<file path="src/rtl/seg7_serial_out_pkg.sv">
// rtl/seg7_serial_out_pkg.sv - shared types and constants for the 7-segment serial driver
// Purpose : FSM state enum, active-low hex segment table, blank code, frame size.
// Contents: state_t, FRAME_BITS, SEG_BLANK, SEG_TABLE, seg_code()
package seg7_pkg;

   typedef enum logic [1:0] {
      IDLE  = 2'd0,
      SHIFT = 2'd1,
      LATCH = 2'd2
   } state_t;

   localparam int FRAME_BITS = 64;

   localparam logic [7:0] SEG_BLANK = 8'hFF;

   // Entry n sits in bits [8n+7:8n]; byte format {dp,g,f,e,d,c,b,a}, active low.
   localparam logic [127:0] SEG_TABLE = {
      8'h8E, 8'h86, 8'hA1, 8'hC6, 8'h83, 8'h88, 8'h90, 8'h80,
      8'hF8, 8'h82, 8'h92, 8'h99, 8'hB0, 8'hA4, 8'hF9, 8'hC0
   };

   function automatic logic [7:0] seg_code(input logic [3:0] nib);
      return SEG_TABLE[{nib, 3'b000} +: 8];
   endfunction

endpackage

</file>
<file path="src/rtl/seg7_serial_out_if.sv">
// rtl/seg7_serial_out_if.sv - serial link to the display shift-register chain
// Purpose : bundles shift clock, serial data and latch strobe.
// Signals : seg_clk (shift clock), seg_sout (serial data), seg_pen (latch strobe)
// Modports: master drives the chain, slave observes it
interface seg7_serial_out_if;

   logic seg_clk;
   logic seg_sout;
   logic seg_pen;

   modport master (output seg_clk, output seg_sout, output seg_pen);
   modport slave  (input  seg_clk, input  seg_sout, input  seg_pen);

endinterface

</file>
<file path="src/rtl/seg7_serial_out_hex_to_seg7.sv">
// rtl/seg7_serial_out_hex_to_seg7.sv - combinational hex digit to active-low segment byte
// Purpose: one digit of the frame encoder.
// Ports  : i_nib (hex digit), i_blank (blank digit and dp), i_dp (light dp),
//          o_seg ({dp,g,f,e,d,c,b,a}, active low)
module hex_to_seg7
   import seg7_pkg::*;
(
   input  logic [3:0] i_nib,
   input  logic       i_blank,
   input  logic       i_dp,
   output logic [7:0] o_seg
);

   logic [7:0] w_code;

   always_comb begin
      w_code = seg_code(i_nib);
      if (i_blank) begin
         o_seg = SEG_BLANK;
      end else begin
         // Table entries all carry dp off (bit 7 = 1); a lit dp pulls it low.
         o_seg = {w_code[7] & ~i_dp, w_code[6:0]};
      end
   end

endmodule

</file>
<file path="src/rtl/seg7_serial_out.sv">
// rtl/seg7_serial_out.sv - encodes 8 hex digits and shifts the 64-bit frame to a SIPO chain
// Purpose: frame encoder, bit-serial shifter with divided shift clock, latch strobe,
//          optional auto-refresh when the inputs differ from the last frame sent.
// Ports  : clk, rst (sync, active high), start (frame request), Disp_num (8 nibbles,
//          digit 0 rightmost), LE (blank mask), point (dp mask), busy, done (1-cycle pulse),
//          seg (serial link: seg_clk, seg_sout, seg_pen)
module seg7_serial_out
   import seg7_pkg::*;
#(
   parameter int CLK_DIV      = 2,
   parameter bit AUTO_REFRESH = 1'b1
) (
   input  logic                     clk,
   input  logic                     rst,
   input  logic                     start,
   input  logic [31:0]              Disp_num,
   input  logic [7:0]               LE,
   input  logic [7:0]               point,
   output logic                     busy,
   output logic                     done,
   seg7_serial_out_if.master        seg
);

   localparam logic [7:0]  DIV_LAST = 8'(CLK_DIV - 1);
   localparam logic [5:0]  BIT_LAST = 6'(FRAME_BITS - 1);
   localparam logic [47:0] SNAP_RST = {32'h0000_0000, 8'hFF, 8'h00};

   state_t                  r_state;
   logic [FRAME_BITS-1:0]   r_shreg;
   logic [47:0]             r_snap;
   logic [7:0]              r_div_cnt;
   logic [5:0]              r_bit_cnt;
   logic                    r_busy;
   logic                    r_done;
   logic                    r_seg_clk;
   logic                    r_seg_sout;
   logic                    r_seg_pen;

   logic [FRAME_BITS-1:0]   w_frame;
   logic [47:0]             w_inputs;
   logic                    w_trig;

   // Digit i lands in frame byte i so digit 7 leads the MSB-first shift.
   for (genvar g = 0; g < 8; g++) begin : g_enc
      hex_to_seg7 u_enc (
         .i_nib   (Disp_num[g*4 +: 4]),
         .i_blank (LE[g]),
         .i_dp    (point[g]),
         .o_seg   (w_frame[g*8 +: 8])
      );
   end

   assign w_inputs = {Disp_num, LE, point};
   assign w_trig   = start | (AUTO_REFRESH && (w_inputs != r_snap));

   always_ff @(posedge clk) begin
      if (rst) begin
         r_state    <= IDLE;
         r_shreg    <= '0;
         r_snap     <= SNAP_RST;
         r_div_cnt  <= '0;
         r_bit_cnt  <= '0;
         r_busy     <= 1'b0;
         r_done     <= 1'b0;
         r_seg_clk  <= 1'b0;
         r_seg_sout <= 1'b0;
         r_seg_pen  <= 1'b0;
      end else begin
         case (r_state)
            IDLE: begin
               r_done <= 1'b0;
               if (w_trig) begin
                  r_state    <= SHIFT;
                  r_shreg    <= w_frame;
                  r_snap     <= w_inputs;
                  r_div_cnt  <= '0;
                  r_bit_cnt  <= BIT_LAST;
                  r_busy     <= 1'b1;
                  r_seg_clk  <= 1'b0;
                  r_seg_sout <= w_frame[FRAME_BITS-1];
               end
            end

            SHIFT: begin
               if (r_div_cnt != DIV_LAST) begin
                  r_div_cnt <= r_div_cnt + 8'd1;
               end else if (!r_seg_clk) begin
                  r_div_cnt <= '0;
                  r_seg_clk <= 1'b1;
               end else begin
                  // End of the high phase closes the current bit.
                  r_div_cnt <= '0;
                  r_seg_clk <= 1'b0;
                  if (r_bit_cnt == 6'd0) begin
                     r_state   <= LATCH;
                     r_seg_pen <= 1'b1;
                  end else begin
                     r_shreg    <= {r_shreg[FRAME_BITS-2:0], 1'b0};
                     r_seg_sout <= r_shreg[FRAME_BITS-2];
                     r_bit_cnt  <= r_bit_cnt - 6'd1;
                  end
               end
            end

            LATCH: begin
               if (r_div_cnt != DIV_LAST) begin
                  r_div_cnt <= r_div_cnt + 8'd1;
               end else begin
                  r_div_cnt <= '0;
                  r_state   <= IDLE;
                  r_seg_pen <= 1'b0;
                  r_busy    <= 1'b0;
                  r_done    <= 1'b1;
               end
            end

            default: begin
               r_state <= IDLE;
            end
         endcase
      end
   end

   assign busy         = r_busy;
   assign done         = r_done;
   assign seg.seg_clk  = r_seg_clk;
   assign seg.seg_sout = r_seg_sout;
   assign seg.seg_pen  = r_seg_pen;

endmodule
</file>
<file path="src/flat_wrapper.sv">
// flat-port wrapper written by rule: the top's interface ports become plain ports
module seg7_serial_out_flat import seg7_pkg::*;
#(
   parameter int CLK_DIV      = 2,
   parameter bit AUTO_REFRESH = 1'b1
)
  (clk, rst, start, Disp_num, LE, point, busy, done, seg_seg_clk, seg_seg_sout, seg_seg_pen);
  seg7_serial_out_if seg_i ();
  input  logic clk;
  input  logic rst;
  input  logic start;
  input  logic [31:0] Disp_num;
  input  logic [7:0] LE;
  input  logic [7:0] point;
  output logic busy;
  output logic done;
  output wire logic [$bits(seg_i.seg_clk)-1:0] seg_seg_clk;
  output wire logic [$bits(seg_i.seg_sout)-1:0] seg_seg_sout;
  output wire logic [$bits(seg_i.seg_pen)-1:0] seg_seg_pen;
  assign seg_seg_clk = seg_i.seg_clk;
  assign seg_seg_sout = seg_i.seg_sout;
  assign seg_seg_pen = seg_i.seg_pen;
  seg7_serial_out #(.CLK_DIV(CLK_DIV), .AUTO_REFRESH(AUTO_REFRESH)) u_core (.clk(clk), .rst(rst), .start(start), .Disp_num(Disp_num), .LE(LE), .point(point), .busy(busy), .done(done), .seg(seg_i));
endmodule
</file>
<file path="config.mk">
export PLATFORM = sky130hd
export DESIGN_NAME = seg7_serial_out_flat
export DESIGN_NICKNAME = d
export VERILOG_FILES = /design/src/rtl/seg7_serial_out_pkg.sv /design/src/rtl/seg7_serial_out_if.sv /design/src/rtl/seg7_serial_out_hex_to_seg7.sv /design/src/rtl/seg7_serial_out.sv /design/src/flat_wrapper.sv
export SDC_FILE = /design/constraint.sdc
export NUM_CORES = 1
export LEC_CHECK = 0
export BUFFER_PORTS_ARGS = -buffer_cell sky130_fd_sc_hd__buf_2
export CORE_UTILIZATION = 45
export CTS_CLUSTER_DIAMETER = 100
export CTS_CLUSTER_SIZE = 20
export DETAILED_ROUTE_END_ITERATION = 8
export GPL_ROUTABILITY_DRIVEN = 0
export HOLD_SLACK_MARGIN = 0.1
export SYNTH_ARGS = -nofsm -noshare
export SYNTH_HDL_FRONTEND = slang
export SYNTH_SLANG_ARGS = --single-unit
</file>
<file path="constraint.sdc">
create_clock -name clk -period 4.3 [get_ports clk]
set_input_delay 1.075 -clock clk [delete_from_list [all_inputs] [get_ports clk]]
set_output_delay 1.075 -clock clk [all_outputs]
set_load 0.05 [all_outputs]
</file>
### Word level (Yosys, flattened, before mapping)

Cells that the tools add are included.

* register bits: 132
* word-level logic and storage cells: 107
* input bits: 51

* shift-type cells: 8
* multiplexer cells: 45
* bitwise logic cells: 17
* add/sub/neg operators: 2
* reductions and logical operators: 15
* eq/ne operators: 10

Operators by type and width (count)
* $shiftx A128 B8 Y8 const A: 8
* $mux W63: 4
* $pmux W63 S2: 1
* $mux W8: 10
* $ne A48 B48 Y1: 1
* $mux W6: 4
* $pmux W8 S2: 1
* $reduce_and A5 Y1: 3
* $mux W1: 13
* $pmux W6 S2: 1
* $mux W2: 5
* $pmux W1 S2: 5
* $add A8 B1 Y8 const B: 1
* $and A1 B1 Y1: 8
* $ne A8 B1 Y1 const B: 1
* $not A1 Y1: 8
* $reduce_bool A2 Y1: 4
* $logic_not A6 Y1: 1
* $ne A2 B1 Y1 const B: 3
* $ne A2 B2 Y1 const B: 3
* $pmux W2 S3: 1
* $reduce_and A2 Y1: 3
* $reduce_and A3 Y1: 2
* $sub A6 B1 Y6 const B: 1
* 5 further kinds: 5

### Depth between registers and ports, before layout

* word-level depth: 5
* depth in mapped cells: 12
* gate-level depth less buffers: 8

### Hierarchy

From an unflattened synthesis, not the netlist that was laid out.

* cells, all modules: 993
* area total of the unflattened synthesis: 8474.4 µm²

By module, submodules not included
* seg7_serial_out: area an instance 6202.2 µm², sequential area each 2642.5 µm², cells an instance 665, instances 1
* hex_to_seg7: area an instance 284.0 µm², sequential area each 0.0 µm², cells an instance 41, instances 8

### Worst setup path after synthesis

No wires, ideal clock.

* kind: input-to-reg
* start point: input Disp_num[7]
* end point: register u_core.r_snap[14]
* setup slack: 1.127 ns
* data arrival time: 3.053 ns
* required time: 4.180 ns
* stages: 8
* cells stage by stage: buf_2 xnor2_1 nand4_1 or4_4 o41ai_4 buf_2 nor2_1 a211o_1

* longest elaborated chain between the ends: 3

Ends and longest elaborated chain
* from (decl): RTL line flat_wrapper.sv:12 `input logic [31:0] Disp_num;`
* $ne A48 B48 Y1: RTL line seg7_serial_out.sv:54 `assign w_trig = start | (AUTO_REFRESH && (w_inputs != r_snap));`
* $or A1 B1 Y1: RTL line seg7_serial_out.sv:54
* $reduce_and A2 Y1 (no line)
* to (signal assigned): RTL line seg7_serial_out.sv:75 `r_snap <= w_inputs;`
* to (decl): RTL line seg7_serial_out.sv:30 `logic [47:0] r_snap;`

No other way between the ends.
A chain may end at the register's enable or synchronous reset.

### Final worst setup path

* start point: input Disp_num[30]
* end point: register u_core.r_snap[6]

The elaborated chain is that of the path after synthesis.

==> flow_summary_export.csv <==
group,metric,value,unit
status,result_of_the_run,"finished with violations",
status,failed_checks,"design-rule violations",
hold_path,timing.hold.worst_path_depth,2,
yosys,synth_top_area_share,31.4,%
power_and_ir_drop,total_power,0.00594,W
worst_setup_path,worstPathRequired,4.57,ns
yosys,syn_nets,1185,
power_and_ir_drop,power.static_leakage,3.70,nW
yosys,postSynth.asyncResetShare,0,%
grt,global_route_wire_length_before_repair,36600,um
worst_setup_path,reg2reg_depth,8,
clock_tree,post_cts_hold_buffer_count,0,
yosys,seq_area_frac_synth,31.4,%
floorplan,io_pins,56,
clock_tree,clkSlewWorstSetupHoldPaths,0.06,ns
place,port_buffers,55,
route,detail_route.first_pass.iterations,7,
timing,slew-limit-headroom,37.9,%
clock_tree,cts-resized-gates,0,
floorplan,placementRows,49,
worst_setup_path,critical_path.startpoint_type,"input pin",
worst_setup_path,endpoint_kind,"flop",
route,initialDrtViolationCount,516,
worst_setup_path,largest_fanout_on_the_critical_path,34,
grt,first_global_vias,7062,
grt,antenna_found_initial,0,
worst_setup_path,timing_worst_setup_path_type,"in -> reg",
floorplan,start_util,46.3,%
flow_run,max-cap-violations,0,
timing,layout_worst_path_cycle_share,76.4,%
timing,setup_repair_after_global_routing_missed_its_margin,"false",
timing,setup-tns-final,0,ns
route,detail_route.drc_violations,6,
clock_tree,htree_levels,4,
yosys,synth.largest_area_cell,"dfxtp_1",
hold_path,hold_path_class,"reg -> reg",
timing,timing.final.hold_violations,0,
timing,fmax,0.305,GHz
timing,timing.final.max_slew_violations,0,
worst_setup_path,critical_path.reg2reg.startpoint,"u_core.r_div_cnt[0]",
finish,antenna_cells,0,
route,postRouteWirelength,21900,um
clock_tree,clock_sink_count,132,
finish,num-nets-final,1179,
clock_tree,clockRootBuffer,"clkbuf_16",
timing,clock_skews,0.00579,ns
yosys,dominantRegCellSynth,"dfxtp_1",
clock_tree,clock_tree.buffer_depth,2,
grt,largest_net_degree_at_the_start_of_global_routing,77,
power_and_ir_drop,ir_drop,0.306,mV
yosys,synth_cells,1080,
finish,layout-drive-gt1-share,11.4,%
place,hpwl,14100,um
clock_tree,tritoncts.num_buffers,17,
yosys,postSynthRegisterBits,132,
route,final_antenna_net_count,0,
timing,worstMarginPinSlew,0.930,ns
yosys,synth_top_cells_by_area,"dfxtp_1, ha_1, a21oi_1",
power_and_ir_drop,power.density_cell_area,635,nW/um2
worst_setup_path,crit_arrival,3.55,ns
yosys,syn_std_cell_area,8410,um2
yosys,number_of_synthesized_flops_with_an_enable_pin,0,
route,wire_per_inst,16.7,um
route,via_density_per_instance,5.97,
worst_setup_path,critical_path.startpoint,"Disp_num[30]",
timing,minimum_period_implied_by_the_final_worst_setup_slack,3.28,ns
grt,overflow,0,
floorplan,chipWidth,139,um
clock_tree,insertion_delay,0.42,ns
floorplan,core-area,18100,um2
clock_tree,cts_tree,"yes",
floorplan,die_area,19200,um2
yosys,syn_avg_cell_area,7.78,um2
floorplan,fp.dieH,139,um
yosys,count_of_unique_library_cells_instantiated_by_yosys,57,
route,vias,7849,
grt,grt_util_overall,23.2,%
yosys,total_of_warnings_raised_by_yosys,0,
hold_path,hold_start,"u_core.r_snap[1]",
timing,setup_viol,0,
finish,areaGrowthSynthToFinish,11.3,%
clock_tree,postCtsSetupBuffers,0,
## power breakdown
group,switching [W],internal [W]
clock network,0.000538,0.000990
logic,0.00152,0.000925
registers,0.000264,0.00170
total,0.00233,0.00362
## kinds of logic (layout without fill, tap and decap cells)
family | after synthesis | after routing | synth area share, %
mux | 5 | 5 | 0.759
fa+ha+maj | 54 | 54 | 8.04
flops | 132 | 132 | 31.4
xor+xnor | 47 | 47 | 4.90
simple gates | 316 | 316 | 19.0
compound gates | 378 | 378 | 28.5
buf+inv | 148 | 154 | 7.35
## metal layers
metal,GRT usage (%),part of all wire (%),up-vias
met5,0,0,-
li1,-,-,3927
met4,6.43,1.2,0
met3,4.52,4.5,20
met1,32.3,49,3712
met2,36.3,45,190
## stage by stage
step                util (%)  hold WS [ns]  instance area, um2  setup slack (ns)  cells
finish                  51.6         0.463                9360              1.02   1315
global route            51.6         0.478                9360             0.888   1315
CTS                     51.6         0.466                9360              1.04   1315
detailed placement      48.2         0.458                8740             0.600   1284
global placement        48.2         0.453                8740             0.666   1284
floorplan                  -         0.448                8410              1.13   1080
## cell usage in the layout, fill, tap and decap left out, types with 6 or more instances in the layout
master	netlist	final
buf_2	11	54
o2111ai_1	42	42
xor2_1	31	31
a21o_1	9	8
nand4_1	10	10
nor3_1	9	9
a21boi_0	8	8
dfxtp_1	132	132
nand2_1	87	87
nor2b_1	8	8
nand2b_1	26	26
a31oi_1	8	8
ha_1	54	52
a221oi_1	6	6
a2bb2oi_1	9	9
inv_1	47	46
o311ai_0	14	14
clkinv_2	0	6
a211o_1	6	6
nand3_1	91	91
o21ai_0	103	103
nor2_1	36	36
xnor2_1	16	16
nor4_1	16	16
clkbuf_16	0	17
buf_4	5	19
a21oi_1	127	127
a32oi_1	6	6
o211ai_1	20	20
## area by class of cell
cell class / count / area (um2)
fillers: 1813 / 8790
inverters: 47 / 176
clock buffers: 20 / 457
repair buffers: 76 / 473
clock inverters: 11 / 158
flip-flops and latches: 132 / 2640
multi-input cells: 800 / 5160
well taps: 229 / 287
## synth_stat cells, drive strengths merged (14+ instances only)
master,instances
nand2b,26
nor2,36
nor4,16
xnor2,16
xor2,31
clkbuf,74
nand2,87
dfxtp,132
o311ai,14
nand3,91
o2111ai,42
inv,47
buf,27
ha,54
o211ai,20
o21ai,103
a21oi,128
## final timing paths
path / end / slack, ns
worst max-delay path: u_core.r_snap[6] / 1.02
worst min-delay path: u_core.r_snap[1] / 0.46
worst max register to register: u_core.r_shreg[0] / 1.08
worst min register to register: u_core.r_snap[1] / 0.46
## state kept, by name (all words and copies together) (netlist names)
register	count
u_core.busy	1
u_core.done	1
u_core.r_bit_cnt	6
u_core.r_div_cnt	8
u_core.r_shreg	63
u_core.r_snap	48
u_core.r_state	2
u_core.seg.seg_clk	1
u_core.seg.seg_pen	1
u_core.seg.seg_sout	1
## worst max-delay path: stages
cell	delay, ns
buf_2	0.12
xnor2_1	0.27
nand4_1	0.20
or4_4	0.59
or4_2	0.87
buf_12	0.25
nand3_1	0.09
a21oi_1	0.07
Power figures use the tool's default switching activity.
